==> config.mk <==
export PLATFORM = sky130hd
export DESIGN_NAME = puf_race_controller_flat
export DESIGN_NICKNAME = d
export VERILOG_FILES = /design/src/rtl/puf_race_controller_if.sv /design/src/rtl/puf_race_controller.sv /design/src/flat_wrapper.sv
export SDC_FILE = /design/constraint.sdc
export NUM_CORES = 1
export LEC_CHECK = 0
export BUFFER_PORTS_ARGS = -buffer_cell sky130_fd_sc_hd__buf_2
export CORE_MARGIN = 3
export CORE_UTILIZATION = 60
export DETAILED_ROUTE_END_ITERATION = 8
export HOLD_SLACK_MARGIN = 0.1
export PLACE_DENSITY = 0.82
export RECOVER_POWER = 50
export SYNTH_ARGS = -nofsm -noshare
export SYNTH_HDL_FRONTEND = slang
export SYNTH_SLANG_ARGS = --single-unit
==> constraint.sdc <==
create_clock -name clk -period 3 [get_ports clk]
set_input_delay 0.9 -clock clk [delete_from_list [all_inputs] [get_ports clk]]
set_output_delay 0.9 -clock clk [all_outputs]
set_load 0.02 [all_outputs]
==> src/rtl/puf_race_controller_if.sv <==
// Host-side handshake bundle for the RO-PUF race controller: evaluation
// request, response word with valid/ready, and per-response status flags.
interface puf_race_controller_if #(
  parameter int RESP_BITS = 16,
  parameter int SEL_W     = 5
);
  logic                 start;
  logic [SEL_W-1:0]     challenge;
  logic                 busy;
  logic [RESP_BITS-1:0] resp;
  logic                 resp_valid;
  logic                 resp_ready;
  logic                 tie_flag;
  logic                 to_flag;

  modport master (
    output start, challenge, resp_ready,
    input  busy, resp, resp_valid, tie_flag, to_flag
  );

  modport slave (
    input  start, challenge, resp_ready,
    output busy, resp, resp_valid, tie_flag, to_flag
  );
endinterface

==> src/rtl/puf_race_controller.sv <==
// RO-PUF race sequencer: for each challenge pair it selects two oscillators,
// clears and settles the race counters, enables them until one finishes (or
// the race times out), and packs one bit per pair into the response word.
module puf_race_controller #(
  parameter int RESP_BITS  = 16,
  parameter int SEL_W      = 5,
  parameter int CLR_CYCLES = 2,
  parameter int SETTLE_CYC = 4,
  parameter int TIMEOUT    = 2**23
) (
  input  logic                 clk,
  input  logic                 reset,
  puf_race_controller_if.slave host,
  input  logic                 fin_a,
  input  logic                 fin_b,
  output logic [SEL_W-1:0]     sel_a,
  output logic [SEL_W-1:0]     sel_b,
  output logic                 cnt_reset,
  output logic                 cnt_enable
);

  localparam int IDX_W   = $clog2(RESP_BITS);
  localparam int TMR_W   = $clog2(TIMEOUT + 1);
  localparam int CYC_MAX = (CLR_CYCLES > SETTLE_CYC) ? CLR_CYCLES : SETTLE_CYC;
  localparam int CYC_W   = $clog2(CYC_MAX + 1);

  typedef enum logic [2:0] {
    IDLE,
    CLEAR,
    SETTLE,
    RACE,
    RECORD,
    DONE
  } state_t;

  state_t             state;
  logic [IDX_W-1:0]   bit_idx;
  logic [TMR_W-1:0]   timer;
  logic [CYC_W-1:0]   cyc;
  logic               race_bit;

  // Single registered FSM; the mux selects carry the latched challenge and
  // advance by two per pair, so mod-2**SEL_W wrap falls out of the adder width.
  always_ff @(posedge clk) begin
    if (reset) begin
      state           <= IDLE;
      cnt_reset       <= 1'b1;
      cnt_enable      <= 1'b0;
      sel_a           <= '0;
      sel_b           <= '0;
      host.busy       <= 1'b0;
      host.resp       <= '0;
      host.resp_valid <= 1'b0;
      host.tie_flag   <= 1'b0;
      host.to_flag    <= 1'b0;
      bit_idx         <= '0;
      timer           <= '0;
      cyc             <= '0;
      race_bit        <= 1'b0;
    end else begin
      case (state)
        IDLE: begin
          cnt_reset  <= 1'b1;
          cnt_enable <= 1'b0;
          if (host.start) begin
            sel_a         <= host.challenge;
            sel_b         <= host.challenge + SEL_W'(1);
            host.tie_flag <= 1'b0;
            host.to_flag  <= 1'b0;
            host.resp     <= '0;
            host.busy     <= 1'b1;
            bit_idx       <= '0;
            cyc           <= '0;
            state         <= CLEAR;
          end
        end

        CLEAR: begin
          if (cyc == CYC_W'(CLR_CYCLES - 1)) begin
            cyc       <= '0;
            cnt_reset <= 1'b0;
            state     <= SETTLE;
          end else begin
            cyc <= cyc + CYC_W'(1);
          end
        end

        SETTLE: begin
          if (cyc == CYC_W'(SETTLE_CYC - 1)) begin
            cyc        <= '0;
            timer      <= '0;
            cnt_enable <= 1'b1;
            state      <= RACE;
          end else begin
            cyc <= cyc + CYC_W'(1);
          end
        end

        RACE: begin
          timer <= timer + TMR_W'(1);
          if (fin_a && fin_b) begin
            race_bit      <= 1'b0;
            host.tie_flag <= 1'b1;
            cnt_enable    <= 1'b0;
            state         <= RECORD;
          end else if (fin_a) begin
            race_bit   <= 1'b1;
            cnt_enable <= 1'b0;
            state      <= RECORD;
          end else if (fin_b) begin
            race_bit   <= 1'b0;
            cnt_enable <= 1'b0;
            state      <= RECORD;
          end else if (timer == TMR_W'(TIMEOUT - 1)) begin
            race_bit     <= 1'b0;
            host.to_flag <= 1'b1;
            cnt_enable   <= 1'b0;
            state        <= RECORD;
          end
        end

        RECORD: begin
          host.resp[bit_idx] <= race_bit;
          cnt_reset          <= 1'b1;
          if (bit_idx == IDX_W'(RESP_BITS - 1)) begin
            host.resp_valid <= 1'b1;
            state           <= DONE;
          end else begin
            bit_idx <= bit_idx + IDX_W'(1);
            sel_a   <= sel_a + SEL_W'(2);
            sel_b   <= sel_b + SEL_W'(2);
            state   <= CLEAR;
          end
        end

        DONE: begin
          cnt_reset <= 1'b1;
          if (host.resp_ready) begin
            host.resp_valid <= 1'b0;
            host.busy       <= 1'b0;
            state           <= IDLE;
          end
        end

        default: state <= IDLE;
      endcase
    end
  end

endmodule

==> src/flat_wrapper.sv <==
// flat-port wrapper written by rule: the top's interface ports become plain ports
module puf_race_controller_flat 
#(
  parameter int RESP_BITS  = 16,
  parameter int SEL_W      = 5,
  parameter int CLR_CYCLES = 2,
  parameter int SETTLE_CYC = 4,
  parameter int TIMEOUT    = 2**23
)
  (clk, reset, fin_a, fin_b, sel_a, sel_b, cnt_reset, cnt_enable, host_start, host_challenge, host_resp_ready, host_busy, host_resp, host_resp_valid, host_tie_flag, host_to_flag);
  puf_race_controller_if #(.RESP_BITS(RESP_BITS), .SEL_W(SEL_W)) host_i ();
  input  logic clk;
  input  logic reset;
  input  logic fin_a;
  input  logic fin_b;
  output logic [SEL_W-1:0] sel_a;
  output logic [SEL_W-1:0] sel_b;
  output logic cnt_reset;
  output logic cnt_enable;
  input wire logic [$bits(host_i.start)-1:0] host_start;
  input wire logic [$bits(host_i.challenge)-1:0] host_challenge;
  input wire logic [$bits(host_i.resp_ready)-1:0] host_resp_ready;
  output wire logic [$bits(host_i.busy)-1:0] host_busy;
  output wire logic [$bits(host_i.resp)-1:0] host_resp;
  output wire logic [$bits(host_i.resp_valid)-1:0] host_resp_valid;
  output wire logic [$bits(host_i.tie_flag)-1:0] host_tie_flag;
  output wire logic [$bits(host_i.to_flag)-1:0] host_to_flag;
  assign host_i.start = host_start;
  assign host_i.challenge = host_challenge;
  assign host_i.resp_ready = host_resp_ready;
  assign host_busy = host_i.busy;
  assign host_resp = host_i.resp;
  assign host_resp_valid = host_i.resp_valid;
  assign host_tie_flag = host_i.tie_flag;
  assign host_to_flag = host_i.to_flag;
  puf_race_controller #(.RESP_BITS(RESP_BITS), .SEL_W(SEL_W), .CLR_CYCLES(CLR_CYCLES), .SETTLE_CYC(SETTLE_CYC), .TIMEOUT(TIMEOUT)) u_core (.clk(clk), .reset(reset), .host(host_i), .fin_a(fin_a), .fin_b(fin_b), .sel_a(sel_a), .sel_b(sel_b), .cnt_reset(cnt_reset), .cnt_enable(cnt_enable));
endmodule
-- After elaboration in Yosys (flattened, before gate mapping)
Index checks and enable logic that the tools add are counted.
W data, S select, Z words.
- logic and storage cells: 121
- register bits: 67
- input bits: 11
- output and inout port bits: 32
- reduce and logical (&&, ||, !) cells: 25
- eq/ne operators: 21
- add/sub/neg operators: 6
- mux-type cells: 53
- $lt $le $gt $ge: 2
- operators with widths (kind ; count):
    $pmux W24 S2 ; 1
    $mux W3 ; 12
    $pmux W16 S2 ; 1
    $add A24 B1 Y24 const B ; 1
    $eq A24 B23 Y1 const B ; 1
    $mux W24 ; 1
    $mux W5 ; 4
    $pmux W5 S2 ; 2
    $mux W1 ; 18
    $pmux W3 S6 ; 1
    $bwmux W16 ; 1
    $mux W16 ; 1
    $reduce_and A3 Y1 ; 5
    $ne A2 B2 Y1 const B ; 6
    $reduce_bool A2 Y1 ; 6
    $add A5 B2 Y5 const B ; 2
    $ne A2 B1 Y1 const B ; 5
    $pmux W1 S2 ; 5
    $reduce_and A2 Y1 ; 5
    $eq A3 B2 Y1 const B ; 3
    $pmux W3 S3 ; 1
    $mux W4 ; 2
    $pmux W4 S2 ; 1
    $eq A3 B1 Y1 const B ; 2
    other kinds (17) ; 20

-- Longest topological paths before layout
Gate-level depths: netlist of the first run.
- word-level depth: 6
- depth in mapped cells: 7
- depth with buffers taken out: 6

-- Least setup slack after synthesis of the first run
OpenSTA, ideal clock, no wires.
- path kind: input-to-reg
- from: input port host_start
- to: register u_core.host.resp[12]
- library setup time: 0.132 ns
- path buffers: 2
- cell stages on the path: 5
- data required time: 2.868 ns
- setup slack: 1.029 ns
- arrival time: 1.839 ns
- cell sequence: or4b_1 -> buf_2 -> clkbuf_1 -> o211ai_1 -> a21oi_1
- longest elaborated chain between the ends: 2
- RTL lines (item ; line ; source):
    from (decl) ; flat_wrapper.sv:20 ; input wire logic [$bits(host_i.start)-1:0] host_start;
    $ne A2 B2 Y1 (no line) ; n/a ;
    $reduce_and A2 Y1 (no line) ; n/a ;
    to (signal, indexed assignment) ; puf_race_controller.sv:123 ; host.resp[bit_idx] <= race_bit;
    to (decl) ; puf_race_controller_if.sv:23 ; output busy, resp, resp_valid, tie_flag, to_flag
Every way passes these cells.
A chain may end at the register's enable or synchronous reset.

-- Final worst setup path of the first run
- from: register u_core.state[1]
- to: register u_core.host.resp[0]
- longest elaborated chain between the ends: 3
- RTL lines (item ; line ; source):
    from (decl) ; puf_race_controller.sv:36 ; state_t state;
    from (signal assigned) ; puf_race_controller.sv:46 ; state <= IDLE;
    from (signal assigned) ; puf_race_controller.sv:74 ; state <= CLEAR;
    from (signal assigned) ; puf_race_controller.sv:82 ; state <= SETTLE;
    $eq A3 B3 Y1 or $logic_not A3 Y1 (tied branches) ; puf_race_controller.sv:61 ; case (state)
    $reduce_bool A2 Y1 (no line) or $ne A2 B2 Y1 (tied branches) ; n/a ;
    $reduce_and A2 Y1 (no line) ; n/a ;
Parallel ways exist; a longest one is shown, timed or not.

==> impl_results.html, run 1 <==
<table>
<tr><th>Metric</th><th>Value</th></tr>
<tr><th colspan="2">Global routing</th></tr>
<tr><td>Wire length of the first global-routing pass</td><td>13200 um</td></tr>
<tr><td>Overall track demand over capacity in global routing</td><td>0.245</td></tr>
<tr><td>Initial antenna violation count</td><td>0</td></tr>
<tr><td>Gr ovfl total</td><td>0</td></tr>
<tr><td>Number of global-route vias before repair</td><td>2948</td></tr>
<tr><td>Pin count of the biggest net entering global routing</td><td>38</td></tr>
<tr><th colspan="2">STA</th></tr>
<tr><td>Final clock period utilization by the worst path</td><td>0.800</td></tr>
<tr><td>Count of endpoints failing setup in the final report</td><td>0</td></tr>
<tr><td>Measured slew at the worst slew-check pin</td><td>0.911 ns</td></tr>
<tr><td>Worst-case clock skew</td><td>between 0.007 and 0.008 ns</td></tr>
<tr><td>Setup repair after global routing missed its margin</td><td>no</td></tr>
<tr><td>Max-slew violation total from the final report</td><td>0</td></tr>
<tr><td>Min Tclk post-route</td><td>2.40 ns</td></tr>
<tr><td>Setup TNS</td><td>0 ns</td></tr>
<tr><td>Number of hold-slack violations in the final timing report</td><td>0</td></tr>
<tr><td>Achievable clock frequency</td><td>~420 MHz</td></tr>
<tr><td>Headroom to the max-slew limit</td><td>0.393</td></tr>
<tr><th colspan="2">Critical path</th></tr>
<tr><td>CP Class</td><td>flip-flop to flip-flop</td></tr>
<tr><td>Cell Chain, Critical Path</td><td>nor3b_1 -&gt; clkbuf_1 -&gt; nand2_1 -&gt; o311ai_0 -&gt; a21oi_1</td></tr>
<tr><td>Buf+Inv Stages, Crit Path</td><td>1</td></tr>
<tr><td>Total stage count of the critical path</td><td>5</td></tr>
<tr><td>Largest stage delay, worst path</td><td>roughly 0.54 ns</td></tr>
<tr><td>Required time at the endpoint of the critical path</td><td>3.19 ns</td></tr>
<tr><td>Startpoint types</td><td>flip-flop</td></tr>
<tr><td>Number of cells traversed by the worst register-to-register path</td><td>5</td></tr>
<tr><td>Critical path fanouts, max</td><td>17</td></tr>
<tr><td>Capturing element type of the critical path</td><td>flip-flop</td></tr>
<tr><td>Data arrival time of the critical path</td><td>2.59 ns</td></tr>
<tr><td>Category of cells accounting for the largest share of critical-path delay</td><td>simple AND/OR/NAND/NOR gates</td></tr>
<tr><td>Highest-delay cell along the critical path</td><td>sky130_fd_sc_hd__clkbuf_1</td></tr>
<tr><th colspan="2">Drt</th></tr>
<tr><td>Mean number of vias per cell</td><td>6.13</td></tr>
<tr><td>Routed length per instance</td><td>14.8 um</td></tr>
<tr><td>Number of design-rule violations left by the first detailed-router iteration</td><td>roughly 190</td></tr>
<tr><td>Detailed-router iteration count before antenna repair</td><td>4</td></tr>
<tr><td>Vias after detailed routing</td><td>3286</td></tr>
<tr><td>Total Routed Length</td><td>7940 um</td></tr>
<tr><td>Residual antenna-violating net count after detailed routing</td><td>0</td></tr>
<tr><td>Remaining routing DRC violations</td><td>0</td></tr>
<tr><th colspan="2">Placed design</th></tr>
<tr><td>Input/output buffers</td><td>42</td></tr>
<tr><td>Global placement routability congestion</td><td>0.831</td></tr>
<tr><td>Final HPWL from detailed placement</td><td>5520 um</td></tr>
<tr><td>Post-Place Cells</td><td>520</td></tr>
<tr><th colspan="2">Clocking</th></tr>
<tr><td>Cts hold-fix bufs</td><td>0</td></tr>
<tr><td>Sink count of the clock tree</td><td>between 60 and 70</td></tr>
<tr><td>CTS max path bufs</td><td>2</td></tr>
<tr><td>TritonCTS clock tree</td><td>done</td></tr>
<tr><td>CTS root buf</td><td>sky130_fd_sc_hd__clkbuf_8</td></tr>
<tr><td>Setup bufs post-CTS</td><td>0</td></tr>
<tr><td>Number of buffers inserted during clock tree synthesis</td><td>9</td></tr>
<tr><td>Register clock-pin slew on the reported worst setup and hold paths</td><td>0.07 ns</td></tr>
<tr><td>Worst-skew pair later-pin latency</td><td>between 0.3 and 0.4 ns</td></tr>
<tr><td>Maximum level of the CTS H-tree</td><td>3</td></tr>
<tr><td>Count of cells resized by post-cts repair</td><td>0</td></tr>
<tr><th colspan="2">Yosys</th></tr>
<tr><td>Mean cell area of the mapped netlist</td><td>8.25 um^2</td></tr>
<tr><td>Yosys warning total</td><td>0</td></tr>
<tr><td>Post-synthesis cell count</td><td>429</td></tr>
<tr><td>Share of flip-flops with an asynchronous set or reset</td><td>0</td></tr>
<tr><td>Fraction of the yosys area taken by sequential cells</td><td>0.379</td></tr>
<tr><td>Top area cells in the synthesized netlist</td><td>sky130_fd_sc_hd__dfxtp_1 (38%), sky130_fd_sc_hd__a21oi_1 (7.2%), sky130_fd_sc_hd__ha_1 (4.2%)</td></tr>
<tr><td>Nets in the synthesized netlist</td><td>452</td></tr>
<tr><td>Post-synthesis cell area</td><td>3540 um^2</td></tr>
<tr><td>Count of flip-flops with a built-in enable after synthesis</td><td>0</td></tr>
<tr><td>Post-synthesis cell type count</td><td>54</td></tr>
<tr><td>Largest area contributor in the netlist</td><td>sky130_fd_sc_hd__dfxtp_1</td></tr>
<tr><td>Most used flip-flop cell after synthesis</td><td>sky130_fd_sc_hd__dfxtp_1</td></tr>
<tr><td>Share of the synthesized area in the top cell type</td><td>0.379</td></tr>
<tr><td>Number of synthesized register bits</td><td>67</td></tr>
<tr><th colspan="2">Die</th></tr>
<tr><td>Ports</td><td>43</td></tr>
<tr><td>Effective utilization at floorplan</td><td>0.631</td></tr>
<tr><td>Height of the chip</td><td>82.8 um</td></tr>
<tr><td>Chip width</td><td>82.8 um</td></tr>
<tr><td>Floorplan Core Area</td><td>roughly 5600 um^2</td></tr>
<tr><td>Rows</td><td>27</td></tr>
<tr><td>Die footprint</td><td>6850 um^2</td></tr>
<tr><th colspan="2">Hold path</th></tr>
<tr><td>Hold Path Class</td><td>flip-flop to flip-flop</td></tr>
<tr><td>Hold Path Depth</td><td>2</td></tr>
<tr><th colspan="2">Cells and area</th></tr>
<tr><td>Final std cells w/o fill</td><td>536</td></tr>
<tr><td>Fill cell instance count of the final layout</td><td>491</td></tr>
<tr><td>Antenna fix cells</td><td>0</td></tr>
<tr><td>Layout net count</td><td>482</td></tr>
<tr><td>Share of final-layout standard cells stronger than drive strength 1</td><td>0.0884</td></tr>
<tr><td>Area growth from synthesis to layout</td><td>10.2%</td></tr>
<tr><th colspan="2">Power</th></tr>
<tr><td>Maximum resistive drop on vdd</td><td>0.303 mV</td></tr>
<tr><td>Power density over the cells</td><td>between 400 and 500 nW/um^2</td></tr>
<tr><td>Leakage power</td><td>between 0.001 and 0.0015 uW</td></tr>
<tr><th colspan="2">Flow run</th></tr>
<tr><td>Number of max-cap violations</td><td>0</td></tr>
<tr><th colspan="2">Status</th></tr>
<tr><td>Run status</td><td>finished clean</td></tr>
</table>
[cells by family after synthesis]
logic type | share of synthesized area
flip-flops | 0.379
AO/OA/AOI/OAI | 0.215
adder cells (fa/ha/maj) | 0.0424
multiplexers | 0.0255
XOR/XNOR | 0.00991
buffers and inverters | 0.0524
AND/OR/NAND/NOR | 0.276
[power by group]
part | internal, uW | switching (uW)
logic | 57.7 | 101
registers | 907 | 23.1
clock network | 466 | 346
total | 1430 | 470
[layer usage]
| layer | GRT usage | vias to the layer above | part of all wire |
|---|---|---|---|
| met5 | 0 | - | 0 |
| met4 | 0.0948 | 0 | 0.015 |
| met3 | 0.0421 | 11 | 0.043 |
| met2 | 0.419 | 73 | 0.49 |
| met1 | 0.308 | 1542 | 0.45 |
| li1 | - | 1660 | - |
[synth_stat cells (2+ instances only)]
cell / number
sky130_fd_sc_hd__a211oi_1: 4
sky130_fd_sc_hd__a21o_1: 2
sky130_fd_sc_hd__a21oi_1: 51
sky130_fd_sc_hd__a22oi_1: 3
sky130_fd_sc_hd__a31oi_1: 5
sky130_fd_sc_hd__and2_1: 2
sky130_fd_sc_hd__and3_1: 3
sky130_fd_sc_hd__and4_1: 5
sky130_fd_sc_hd__buf_2: 4
sky130_fd_sc_hd__buf_4: 2
sky130_fd_sc_hd__buf_6: 2
sky130_fd_sc_hd__clkbuf_1: 24
sky130_fd_sc_hd__dfxtp_1: 67
sky130_fd_sc_hd__ha_1: 12
sky130_fd_sc_hd__inv_1: 10
sky130_fd_sc_hd__mux2i_1: 9
sky130_fd_sc_hd__nand2_1: 32
sky130_fd_sc_hd__nand2b_1: 7
sky130_fd_sc_hd__nand3_1: 23
sky130_fd_sc_hd__nand4_1: 23
sky130_fd_sc_hd__nor2_1: 32
sky130_fd_sc_hd__nor2b_1: 6
sky130_fd_sc_hd__nor3_1: 7
sky130_fd_sc_hd__nor3b_1: 6
sky130_fd_sc_hd__o211ai_1: 11
sky130_fd_sc_hd__o21ai_0: 18
sky130_fd_sc_hd__o311ai_0: 9
sky130_fd_sc_hd__o31ai_1: 2
sky130_fd_sc_hd__o32ai_1: 3
sky130_fd_sc_hd__o41ai_1: 4
sky130_fd_sc_hd__or2_2: 7
sky130_fd_sc_hd__or3_1: 6
sky130_fd_sc_hd__or4_1: 5
sky130_fd_sc_hd__xnor2_1: 3
[worst min-delay path: stages (launching register included)]
cell and delay (ns):
sky130_fd_sc_hd__dfxtp_1 0.31, sky130_fd_sc_hd__o21ai_0 0.07, sky130_fd_sc_hd__nand2_1 0.05
[path summary, 6_finish.rpt]
kind	slack, ns	start	end
min reg2reg	0.47	u_core.cnt_reset	u_core.cnt_reset
min	0.47	u_core.cnt_reset	u_core.cnt_reset
max	0.60	u_core.state[1]	u_core.host.resp[0]
max reg2reg	0.60	u_core.state[1]	u_core.host.resp[0]
[flip-flops by register name, indices dropped and copies added (netlist names)]
register and count:
u_core.timer 24, u_core.host.resp 16, u_core.sel_a 5, u_core.sel_b 5, u_core.bit_idx 4, u_core.cyc 3
u_core.state 3, u_core.cnt_enable 1, u_core.cnt_reset 1, u_core.host.busy 1, u_core.host.resp_valid 1, u_core.host.tie_flag 1
u_core.host.to_flag 1, u_core.race_bit 1
[placed cells by master, fill, tap and decap left out, drive strengths merged, types with 12 or more instances in the layout]
master,synthesis,layout
clkbuf,24,46
a21oi,51,51
o21ai,20,20
buf,8,16
nor2,32,32
nand2,32,32
nand4,23,23
dfxtp,67,67
ha,12,12
nand3,23,23
[through the flow]
stage / power (uW) / util / hold WS, ns / cell area [um^2] / setup slack, ns
after CTS: 1910 / 0.707 / 0.464 / 3970 / 0.694
final: 1900 / 0.695 / 0.468 / 3900 / 0.600
after detailed placement: 1110 / 0.670 / 0.451 / 3760 / 0.568
after floorplan: 1070 / - / 0.430 / 3540 / 1.03
after global placement: 1110 / 0.670 / 0.443 / 3760 / 0.563
after global routing: 1970 / 0.695 / 0.491 / 3900 / 0.316
[layout make-up]
type / instances / area, um^2 / share of cell area
Multi-Input combinational cell: 320 / 1990 / 0.511
Clock buffer: 11 / 131 / 0.0337
Sequential cell: 67 / 1340 / 0.344
Timing Repair Buffer: 51 / 226 / 0.0581
Tap cell: 72 / 90.1 / 0.0231
Clock inverter: 5 / 77.6 / 0.0199
Inverter: 10 / 37.5 / 0.00963
(Power assumes the default switching activity.)
==> run 2: changes to the inputs <==
--- a/config.mk
+++ b/config.mk
@@ -7,10 +7,10 @@
 export LEC_CHECK = 0
 export BUFFER_PORTS_ARGS = -buffer_cell sky130_fd_sc_hd__buf_2
 export CORE_MARGIN = 3
-export CORE_UTILIZATION = 60
+export CORE_UTILIZATION = 58
 export DETAILED_ROUTE_END_ITERATION = 8
 export HOLD_SLACK_MARGIN = 0.1
-export PLACE_DENSITY = 0.82
+export PLACE_DENSITY = 0.8
 export RECOVER_POWER = 50
 export SYNTH_ARGS = -nofsm -noshare
 export SYNTH_HDL_FRONTEND = slang
==> constraint.sdc (replaced) <==
create_clock -name clk -period 2.3 [get_ports clk]
set_input_delay 0.69 -clock clk [delete_from_list [all_inputs] [get_ports clk]]
set_output_delay 0.69 -clock clk [all_outputs]
set_load 0.02 [all_outputs]
==> impl_results.html, run 2 (synthesis gave the netlist of run 1 again) <==
<table>
<tr><th>Metric</th><th>Value</th></tr>
<tr><th colspan="2">Drt</th></tr>
<tr><td>Residual antenna-violating net count after detailed routing</td><td>0 (unchanged)</td></tr>
<tr><td>Vias after detailed routing</td><td>3371 (+2.6%)</td></tr>
<tr><td>Detailed-router iteration count before antenna repair</td><td>5 (+1)</td></tr>
<tr><td>Number of design-rule violations left by the first detailed-router iteration</td><td>315 (+65%)</td></tr>
<tr><td>Total Routed Length</td><td>8340 um (+5.0%)</td></tr>
<tr><td>Remaining routing DRC violations</td><td>0 (unchanged)</td></tr>
<tr><td>Mean number of vias per cell</td><td>6.24 (+1.8%)</td></tr>
<tr><td>Routed length per instance</td><td>15.4 um (+4.2%)</td></tr>
<tr><th colspan="2">Critical path</th></tr>
<tr><td>Launch point of the worst path</td><td>u_core.cyc[0]</td></tr>
<tr><td>Worst flop-to-flop path startpoint</td><td>u_core.cyc[0]</td></tr>
<tr><td>Capturing element type of the critical path</td><td>flip-flop</td></tr>
<tr><td>Required time at the endpoint of the critical path</td><td>2.50 ns (-0.69 ns)</td></tr>
<tr><td>CP Class</td><td>flip-flop to flip-flop</td></tr>
<tr><td>Setup slack, reg-to-reg</td><td>0.21 ns (-0.39 ns)</td></tr>
<tr><td>Critical Path Sink</td><td>u_core.timer[16]</td></tr>
<tr><td>Data arrival time of the critical path</td><td>2.30 ns (-0.29 ns)</td></tr>
<tr><td>Number of cells traversed by the worst register-to-register path</td><td>7 (+2)</td></tr>
<tr><td>Reg-to-reg endpoint</td><td>u_core.timer[16]</td></tr>
<tr><td>Startpoint types</td><td>flip-flop</td></tr>
<tr><td>Critical path fanouts, max</td><td>7 (-10)</td></tr>
<tr><th colspan="2">Die</th></tr>
<tr><td>Ports</td><td>43 (unchanged)</td></tr>
<tr><td>Rows</td><td>27 (unchanged)</td></tr>
<tr><td>Chip width</td><td>84.1 um (+1.6%)</td></tr>
<tr><td>Die footprint</td><td>7070 um^2 (+3.2%)</td></tr>
<tr><td>Floorplan Core Area</td><td>5710 um^2 (+1.8%)</td></tr>
<tr><td>Effective utilization at floorplan</td><td>0.620 (-0.0112)</td></tr>
<tr><td>Height of the chip</td><td>84.1 um (+1.6%)</td></tr>
<tr><th colspan="2">Global routing</th></tr>
<tr><td>Number of global-route vias before repair</td><td>3076 (+4.3%)</td></tr>
<tr><td>Gr ovfl total</td><td>0 (unchanged)</td></tr>
<tr><td>Initial antenna violation count</td><td>0 (unchanged)</td></tr>
<tr><td>Pin count of the biggest net entering global routing</td><td>28 (-26%)</td></tr>
<tr><td>Overall track demand over capacity in global routing</td><td>0.246 (+0.000431)</td></tr>
<tr><td>Wire length of the first global-routing pass</td><td>14400 um (+8.7%)</td></tr>
<tr><th colspan="2">STA</th></tr>
<tr><td>Setup TNS</td><td>0 ns (unchanged)</td></tr>
<tr><td>Count of endpoints failing setup in the final report</td><td>0 (unchanged)</td></tr>
<tr><td>Achievable clock frequency</td><td>478 MHz (+15%)</td></tr>
<tr><td>Measured slew at the worst slew-check pin</td><td>0.963 ns (+0.0526 ns)</td></tr>
<tr><td>Headroom to the max-slew limit</td><td>0.358 (-0.0350)</td></tr>
<tr><td>Max-slew violation total from the final report</td><td>0 (unchanged)</td></tr>
<tr><td>Final clock period utilization by the worst path</td><td>0.909 (+0.109)</td></tr>
<tr><td>Setup repair after global routing missed its margin</td><td>no</td></tr>
<tr><td>Worst-case clock skew</td><td>0.00758 ns (+0.000105 ns)</td></tr>
<tr><td>Number of hold-slack violations in the final timing report</td><td>0 (unchanged)</td></tr>
<tr><td>Min Tclk post-route</td><td>2.09 ns (-0.310 ns)</td></tr>
<tr><th colspan="2">Clocking</th></tr>
<tr><td>Register clock-pin slew on the reported worst setup and hold paths</td><td>0.07 ns (about the same)</td></tr>
<tr><td>CTS max path bufs</td><td>2 (unchanged)</td></tr>
<tr><td>Number of buffers inserted during clock tree synthesis</td><td>9 (unchanged)</td></tr>
<tr><td>Worst-skew pair later-pin latency</td><td>0.36 ns (+0.02 ns)</td></tr>
<tr><td>TritonCTS clock tree</td><td>done</td></tr>
<tr><td>Count of cells resized by post-cts repair</td><td>0 (unchanged)</td></tr>
<tr><td>Setup bufs post-CTS</td><td>0 (unchanged)</td></tr>
<tr><td>Sink count of the clock tree</td><td>67 (unchanged)</td></tr>
<tr><td>Maximum level of the CTS H-tree</td><td>3 (unchanged)</td></tr>
<tr><td>Cts hold-fix bufs</td><td>0 (unchanged)</td></tr>
<tr><td>CTS root buf</td><td>sky130_fd_sc_hd__clkbuf_8</td></tr>
<tr><th colspan="2">Power</th></tr>
<tr><td>Maximum resistive drop on vdd</td><td>0.376 mV (+24%)</td></tr>
<tr><td>Leakage power</td><td>0.00141 uW (+7.6%)</td></tr>
<tr><td>Power density over the cells</td><td>710 nW/um^2 (+46%)</td></tr>
<tr><td>Overall power of the completed layout</td><td>2860 uW (+50%)</td></tr>
<tr><th colspan="2">Cells and area</th></tr>
<tr><td>Largest Register</td><td>u_core.timer</td></tr>
<tr><td>Share of final-layout standard cells stronger than drive strength 1</td><td>0.109 (+0.0206)</td></tr>
<tr><td>Commonest cells after routing, fill and taps aside</td><td>sky130_fd_sc_hd__dfxtp_1 (67), sky130_fd_sc_hd__a21oi_1 (51), sky130_fd_sc_hd__clkbuf_1 (33), sky130_fd_sc_hd__nand2_1 (32), sky130_fd_sc_hd__nor2_1 (32)</td></tr>
<tr><td>Registers with the most flip-flops</td><td>u_core.timer x24, u_core.host.resp x16</td></tr>
<tr><td>Area growth from synthesis to layout</td><td>13.8%</td></tr>
<tr><td>Final Core Density</td><td>0.705 (+0.0102)</td></tr>
<tr><td>Largest register FFs</td><td>24 (unchanged)</td></tr>
<tr><td>Fill cell instance count of the final layout</td><td>456 (-7.1%)</td></tr>
<tr><td>Most frequent standard cell in the layout excluding fill and tap cells</td><td>sky130_fd_sc_hd__dfxtp_1</td></tr>
<tr><td>Layout net count</td><td>486 (+0.83%)</td></tr>
<tr><td>Antenna fix cells</td><td>0 (unchanged)</td></tr>
<tr><th colspan="2">Placed design</th></tr>
<tr><td>Input/output buffers</td><td>42 (unchanged)</td></tr>
<tr><td>Global placement routability congestion</td><td>0.831 (about the same)</td></tr>
<tr><td>Final HPWL from detailed placement</td><td>5660 um (+2.5%)</td></tr>
<tr><th colspan="2">Hold path</th></tr>
<tr><td>Startpoint of the most critical hold path</td><td>u_core.sel_a[0]</td></tr>
<tr><td>Hold Path Class</td><td>flip-flop to flip-flop</td></tr>
<tr><th colspan="2">Status</th></tr>
<tr><td>Run status</td><td>finished clean</td></tr>
<tr><th colspan="2">Flow run</th></tr>
<tr><td>Number of max-cap violations</td><td>0 (unchanged)</td></tr>
</table>
-- run 2: layer usage --
metal	part of all wire	wire, um	track usage
met4	0.012	103	0.0804
met3	0.059	491	0.0642
met2	0.48	3970	0.387
met5	0	0	0
met1	0.45	3770	0.328
-- run 2: cell type report --
type,instances,area [um^2],share of cell area
multi-input combinational,320,2010,0.499
clock inverter,7,164,0.0407
tap,72,90.1,0.0224
clock buffer,9,124,0.0308
timing repair buffer,55,259,0.0643
sequential,67,1340,0.333
inverter,10,37.5,0.00932
-- run 2: worst min path at each step --
stage | end | slack [ns] | cells past startpoint
after floorplan | u_core.timer[15] | 0.43 | 1
after global placement | u_core.sel_a[0] | 0.44 | 2
after detailed placement | u_core.host.to_flag | 0.45 | 1
after CTS | u_core.timer[15] | 0.47 | 1
after global routing | u_core.timer[19] | 0.49 | 2
final | u_core.sel_a[0] | 0.47 | 2
-- run 2: power by group --
part | switching, uW | internal, uW | total, uW
Clock | 487 | 939 | 1430
Combinational | 142 | 82.7 | 225
Sequential | 24.1 | 1180 | 1210
Total | 654 | 2200 | 2860
-- run 2: worst max-delay path, cell delays in order, from the launching register on --
cell                       delay [ns]
sky130_fd_sc_hd__dfxtp_1         0.38
sky130_fd_sc_hd__ha_1            0.18
sky130_fd_sc_hd__ha_1            0.24
sky130_fd_sc_hd__nor4bb_1        0.32
sky130_fd_sc_hd__clkbuf_1        0.32
sky130_fd_sc_hd__nor2_1          0.21
sky130_fd_sc_hd__o211ai_1        0.19
sky130_fd_sc_hd__o41ai_1         0.10
-- run 2: metrics by stage --
step	hold slack [ns]	cell area, um^2	std cells	setup slack, ns
after global placement	0.444	3790	524	0.401
after detailed placement	0.454	3790	524	0.374
after floorplan	0.430	3540	429	0.402
after global routing	0.491	4030	540	0.0685
after CTS	0.471	4080	540	0.359
final	0.468	4030	540	0.209
